[config.mk]
export PLATFORM = sky130hd
export DESIGN_NAME = dff_bank_write_arbiter
export DESIGN_NICKNAME = d
export VERILOG_FILES = /design/src/rtl/dff_bank_write_arbiter_pkg.sv /design/src/rtl/dff_bank_write_arbiter_dff_reg_en_clr.sv /design/src/rtl/dff_bank_write_arbiter.sv
export SDC_FILE = /design/constraint.sdc
export NUM_CORES = 1
export LEC_CHECK = 0
export BUFFER_PORTS_ARGS = -buffer_cell sky130_fd_sc_hd__buf_2
export CAP_MARGIN = 25
export CORE_MARGIN = 5
export CORE_UTILIZATION = 40
export CTS_CLUSTER_DIAMETER = 80
export CTS_CLUSTER_SIZE = 25
export DETAILED_ROUTE_END_ITERATION = 8
export GPL_ROUTABILITY_DRIVEN = 0
export PLACE_DENSITY = 0.68
export SETUP_SLACK_MARGIN = 0.15
export SLEW_MARGIN = 10
export SYNTH_ARGS = -nofsm -noshare
export SYNTH_HDL_FRONTEND = slang
export SYNTH_SLANG_ARGS = --single-unit
[constraint.sdc]
create_clock -name clk -period 1.9 [get_ports clk]
set_input_delay 0.095 -clock clk [delete_from_list [all_inputs] [get_ports clk]]
set_output_delay 0.095 -clock clk [all_outputs]
set_load 0.005 [all_outputs]
[src/rtl/dff_bank_write_arbiter_pkg.sv]
// Shared definitions for the shared-register write arbiter: FSM state encoding.
package dff_bank_write_arbiter_pkg;

  typedef enum logic [1:0] {
    ST_IDLE  = 2'd0,
    ST_WRITE = 2'd1,
    ST_CLEAR = 2'd2
  } state_t;

endpackage

[src/rtl/dff_bank_write_arbiter_dff_reg_en_clr.sv]
// Storage register with async active-low reset, synchronous clear and load enable.
// Clear has priority over load so a clear cycle can never be overridden by stale data.
module dff_reg_en_clr #(
  parameter int WIDTH = 8
) (
  input  logic             clk,
  input  logic             rst_n,
  input  logic             clr,
  input  logic             en,
  input  logic [WIDTH-1:0] d,
  output logic [WIDTH-1:0] q
);

  // Register update: reset, then clear, then load; otherwise hold.
  always_ff @(posedge clk or negedge rst_n) begin
    if (!rst_n) begin
      q <= '0;
    end else if (clr) begin
      q <= '0;
    end else if (en) begin
      q <= d;
    end
  end

endmodule

[src/rtl/dff_bank_write_arbiter.sv]
// Round-robin write arbiter for one shared register. Each load takes an IDLE
// (arbitrate) cycle plus a WRITE cycle; a level clear takes IDLE plus CLEAR.
// The winner is latched in IDLE and re-checked in WRITE so a requester that
// drops its request before being served leaves the register untouched.
module dff_bank_write_arbiter
  import dff_bank_write_arbiter_pkg::*;
#(
  parameter int NUM_REQ = 4,
  parameter int DATA_W  = 8
) (
  input  logic                         clk,
  input  logic                         async_reset_n,
  input  logic [NUM_REQ-1:0]           req,
  input  logic [NUM_REQ*DATA_W-1:0]    wdata,
  input  logic                         clear,
  output logic [NUM_REQ-1:0]           gnt,
  output logic                         clear_done,
  output logic                         busy,
  output logic [$clog2(NUM_REQ)-1:0]   last_id,
  output logic [DATA_W-1:0]            reg_q
);

  localparam int ID_W = $clog2(NUM_REQ);

  state_t            state;
  logic [ID_W-1:0]   rr_ptr;
  logic [ID_W-1:0]   win_id;
  logic [ID_W-1:0]   pick_id;
  logic [DATA_W-1:0] wdata_arr [NUM_REQ];
  logic [DATA_W-1:0] load_data;
  logic              load_en;
  logic              clr_en;

  // First asserted request at or above ptr, wrapping; scanning from the far
  // end backwards lets the nearest candidate overwrite the others.
  function automatic logic [ID_W-1:0] rr_pick(input logic [NUM_REQ-1:0] r,
                                               input logic [ID_W-1:0]    ptr);
    logic [ID_W-1:0] sel;
    int              idx;
    sel = ptr;
    for (int k = NUM_REQ - 1; k >= 0; k--) begin
      idx = (int'(ptr) + k) % NUM_REQ;
      if (r[idx]) begin
        sel = ID_W'(idx);
      end
    end
    return sel;
  endfunction

  // Unpack the flat data bus into one word per requester.
  always_comb begin
    for (int i = 0; i < NUM_REQ; i++) begin
      wdata_arr[i] = wdata[i*DATA_W +: DATA_W];
    end
  end

  assign pick_id   = rr_pick(req, rr_ptr);
  assign load_data = wdata_arr[win_id];
  assign load_en   = (state == ST_WRITE) && req[win_id];
  assign clr_en    = (state == ST_CLEAR);
  assign busy      = (state != ST_IDLE);

  // Arbitration FSM with registered grant/clear pulses and round-robin pointer.
  always_ff @(posedge clk or negedge async_reset_n) begin
    if (!async_reset_n) begin
      state      <= ST_IDLE;
      rr_ptr     <= '0;
      win_id     <= '0;
      gnt        <= '0;
      clear_done <= 1'b0;
      last_id    <= '0;
    end else begin
      gnt        <= '0;
      clear_done <= 1'b0;
      case (state)
        ST_IDLE: begin
          if (clear) begin
            state <= ST_CLEAR;
          end else if (|req) begin
            win_id <= pick_id;
            state  <= ST_WRITE;
          end
        end
        ST_WRITE: begin
          if (req[win_id]) begin
            gnt     <= {{(NUM_REQ-1){1'b0}}, 1'b1} << win_id;
            last_id <= win_id;
            if (win_id == ID_W'(NUM_REQ - 1)) begin
              rr_ptr <= '0;
            end else begin
              rr_ptr <= win_id + 1'b1;
            end
          end
          state <= ST_IDLE;
        end
        ST_CLEAR: begin
          clear_done <= 1'b1;
          state      <= ST_IDLE;
        end
        default: begin
          state <= ST_IDLE;
        end
      endcase
    end
  end

  dff_reg_en_clr #(
    .WIDTH(DATA_W)
  ) u_reg (
    .clk   (clk),
    .rst_n (async_reset_n),
    .clr   (clr_en),
    .en    (load_en),
    .d     (load_data),
    .q     (reg_q)
  );

endmodule
==> key figures <==
Critical path
  • Crit path to: busy
  • CP Capture Type: output port
  • Crit-path max cell delay: 0.56 ns
  • RR Startpoint: state[0]$_DFFE_PN0P_
  • CP required: 1.80 ns
  • FF-to-FF End: rr_ptr[1]$_DFFE_PN0P_
  • CP Launch Point: state[0]$_DFFE_PN0P_
  • WP data arrival: 1.43 ns
  • Crit-path cells: nor2_2 > inv_1 > buf_2
  • CP Class: reg -> out
  • Slowest cell on crit path: dfrtp_1
  • Startpoint types: flop
  • CP max FO: 13
  • Flop-to-flop setup slack: 0.41 ns
  • R2R cell count: 3

Clock network
  • CTS clk-pin slew, worst paths: 0.12 ns
  • # clock sinks: 21
  • Clk_lat worst skew: 0.30 ns
  • CTS root buffer: clkbuf_4
  • TritonCTS Buffers: 3
  • CTS tree: built
  • Post-CTS Setup Bufs: 0
  • Clk buf depth: 2
  • Htree depth: 1

Layout
  • Share of layout cells above drive strength 1: 50.30%
  • Antenna fix cells: 0
  • Nets: 211
  • Area occupied by multi-input gates: 700.7 sq um
  • Reg area: 525.5 sq um
  • Fillers: 305
  • Area delta synth->final: 28.03%

Yosys
  • Synth Area in Simple Gates: 16.21%
  • Synth Area in Compound Gates: 15.72%
  • FF+latch count, synth: 21
  • Combinational family with the most area after synthesis: multiplexers
  • Syn avg cell area: 11.65 sq um
  • EDFF count, synth: 0
  • Post-synthesis async set-or-reset flop share: 100.0%
  • Post-synthesis adder-cell area fraction: 3.906%
  • Net Count, Synth: 153
  • Post-Synth XOR/XNOR Area: 0%
  • Yosys top cell area share: 41.02%
  • Synth Instances: 110
  • Area leader, netlist: dfrtp_1
  • Mux contribution to synthesized area: 18.65%
  • Synth area leaders: dfrtp_1 41%, mux4_2 16%, o211ai_2 7.8%
  • Post-Syn Area: 1281 sq um
  • Main synth FF type: dfrtp_1
  • Warnings, synthesis: 0
  • Synth unique cells: 33
  • Register area share after synthesis: 41.02%

Route
  • DRT iter0 DRCs: 51
  • First drt pass iteration count: 4
  • Routed WL per cell: 15.69 um
  • DRC: 0
  • Via-per-instance ratio: 5.171
  • Final wirelength: 3310 um
  • Antenna-violating nets left: 0
  • Vias: 1091

STA
  • RSZ-0062 raised after global routing: false
  • Max transition margin: 68.99%
  • Setup TNS: 0 ns
  • Fin. Hold Viols: 0
  • Max Transition Viols Final: 0
  • # setup viols final: 0
  • Worst Skew: 0.003515 ns
  • Period Utilization, post-route: 80.12%
  • Fin crit period: 1.522 ns
  • Max Freq: 656.9 MHz
  • Worst Tran Pin Value: 0.4652 ns

Floorplan
  • Core Footprint: 3053 sq um
  • Chip Height: 66.60 um
  • Num ports: 55
  • Initial Util: 41.97%
  • Die Wd: 66.60 um
  • DIE AREA: 4435 sq um
  • Rows: 20

Global route
  • GRT Total Usage: 15.80%
  • Initial antenna violation count: 0
  • First-pass GRT wire length: 5388 um
  • Grt total ovfl: 0
  • Met1 Resource Use GR: 21.99%
  • Met3 Use GR: 3.035%
  • Largest net degree at the start of global routing: 22
  • Vias in the first global route: 1123
  • Met2 usage: 25.25%
  • Busiest layer in global routing: met2

Power
  • Final Power: 1.859 mW
  • Pleak: 0.8329 nW
  • Power Density: 1133 nW/um^2
  • VDD IR max: 733.4 uV

Run status
  • Outcome: finished clean

Job
  • Max Cap Viol: 0

Hold path
  • Hold_sp: req[1]
  • HP Class: in -> reg

Place
  • I/O Buffers: 54
  • Hpwl dp: 2640 um
-- layer usage --
| metal | wire, um | vias to the layer above |
|---|---|---|
| met5 | 0 | - |
| met4 | 32 | 0 |
| met3 | 182 | 4 |
| met2 | 1612 | 40 |
| met1 | 1482 | 520 |
| li1 | - | 527 |
-- logic make-up (layout without fill, tap and decap cells) --
| group | after synthesis | in the layout |
|---|---|---|
| adder cells (fa/ha/maj) | 4 | 4 |
| buffers and inverters | 10 | 67 |
| AND/OR/NAND/NOR | 38 | 38 |
| AO/OA/AOI/OAI | 25 | 25 |
| multiplexers | 12 | 12 |
| flip-flops | 21 | 21 |
-- metrics by stage --
stage / instance area, sq um / util [%] / hold slack, ns / std cells / worst slack, ns
2_1_floorplan: 1281 / - / -0.2006 / 110 / 0.3761
3_3_place_gp: 1590 / 52.09 / 0.07096 / 205 / 0.4627
3_5_place_dp: 1590 / 52.09 / 0.07674 / 205 / 0.4328
4_1_cts: 1638 / 53.65 / 0.1288 / 211 / 0.2220
5_1_grt: 1640 / 53.73 / 0.1142 / 211 / 0.2533
6_report: 1640 / 53.73 / 0.1285 / 211 / 0.3778
-- worst min path at each step --
stage	endpoint	depth (start not counted)	slack [ns]
2_1_floorplan	clear_done$_DFF_PN0_	0	-0.20
3_3_place_gp	clear_done$_DFF_PN0_	1	0.07
3_5_place_dp	clear_done$_DFF_PN0_	1	0.08
4_1_cts	win_id[1]$_DFFE_PN0P_	3	0.13
5_1_grt	win_id[1]$_DFFE_PN0P_	3	0.11
6_report	win_id[1]$_DFFE_PN0P_	3	0.13
-- area by class of cell --
class                      count  area share, %
clock buffer                   3          1.373
clock inverter                 1         0.3051
inverter                       3         0.6865
multi-input combinational     79          42.72
sequential                    21          32.04
tap                           44          3.356
timing repair buffer          60          19.53
-- cells in the final DEF, fill, tap and decap left out, drive strengths merged, types with 3 or more instances in the layout --
master	count
dfrtp	21
o21ai	11
clkbuf	3
o211ai	8
buf	58
nand2	12
nand3	8
nor2b	4
and3	4
ha	4
mux4	9
inv	3
-- critical path: cells and delay by family, from the launching register on --
kind	cells	cell delay (ns)
buffers and inverters	2	0.20
AND/OR/NAND/NOR	1	0.36
flip-flops	1	0.56
-- state kept, by name (all words and copies together) (netlist names) --
register / count
rr_ptr: 2
clear_done: 1
gnt: 4
u_reg.q: 8
state: 2
win_id: 2
last_id: 2
-- cells in the mapped netlist (all sizes together) (2+ instances only) --
cell,count
nor2b,4
buf,6
ha,4
and2,2
mux2,2
nand2,12
dfrtp,21
and3,4
o21ai,11
mux4,9
inv,3
nor4,2
nor2,2
nand3,8
o211ai,8
-- where the power goes --
group	leakage (nW)	total (mW)	switching [mW]	internal [mW]
logic	0.541	0.928	0.447	0.481
clock network	0.0177	0.216	0.137	0.0785
registers	0.274	0.715	0.125	0.590
total	0.833	1.86	0.709	1.15
-- what timing repair did --
item,4_1_cts,5_1_grt
resized for setup,0,1
hold endpoints to repair,22,0
hold buffers,2,0
endpoints found under the setup margin,0,1
Power figures use the tool's default switching activity.
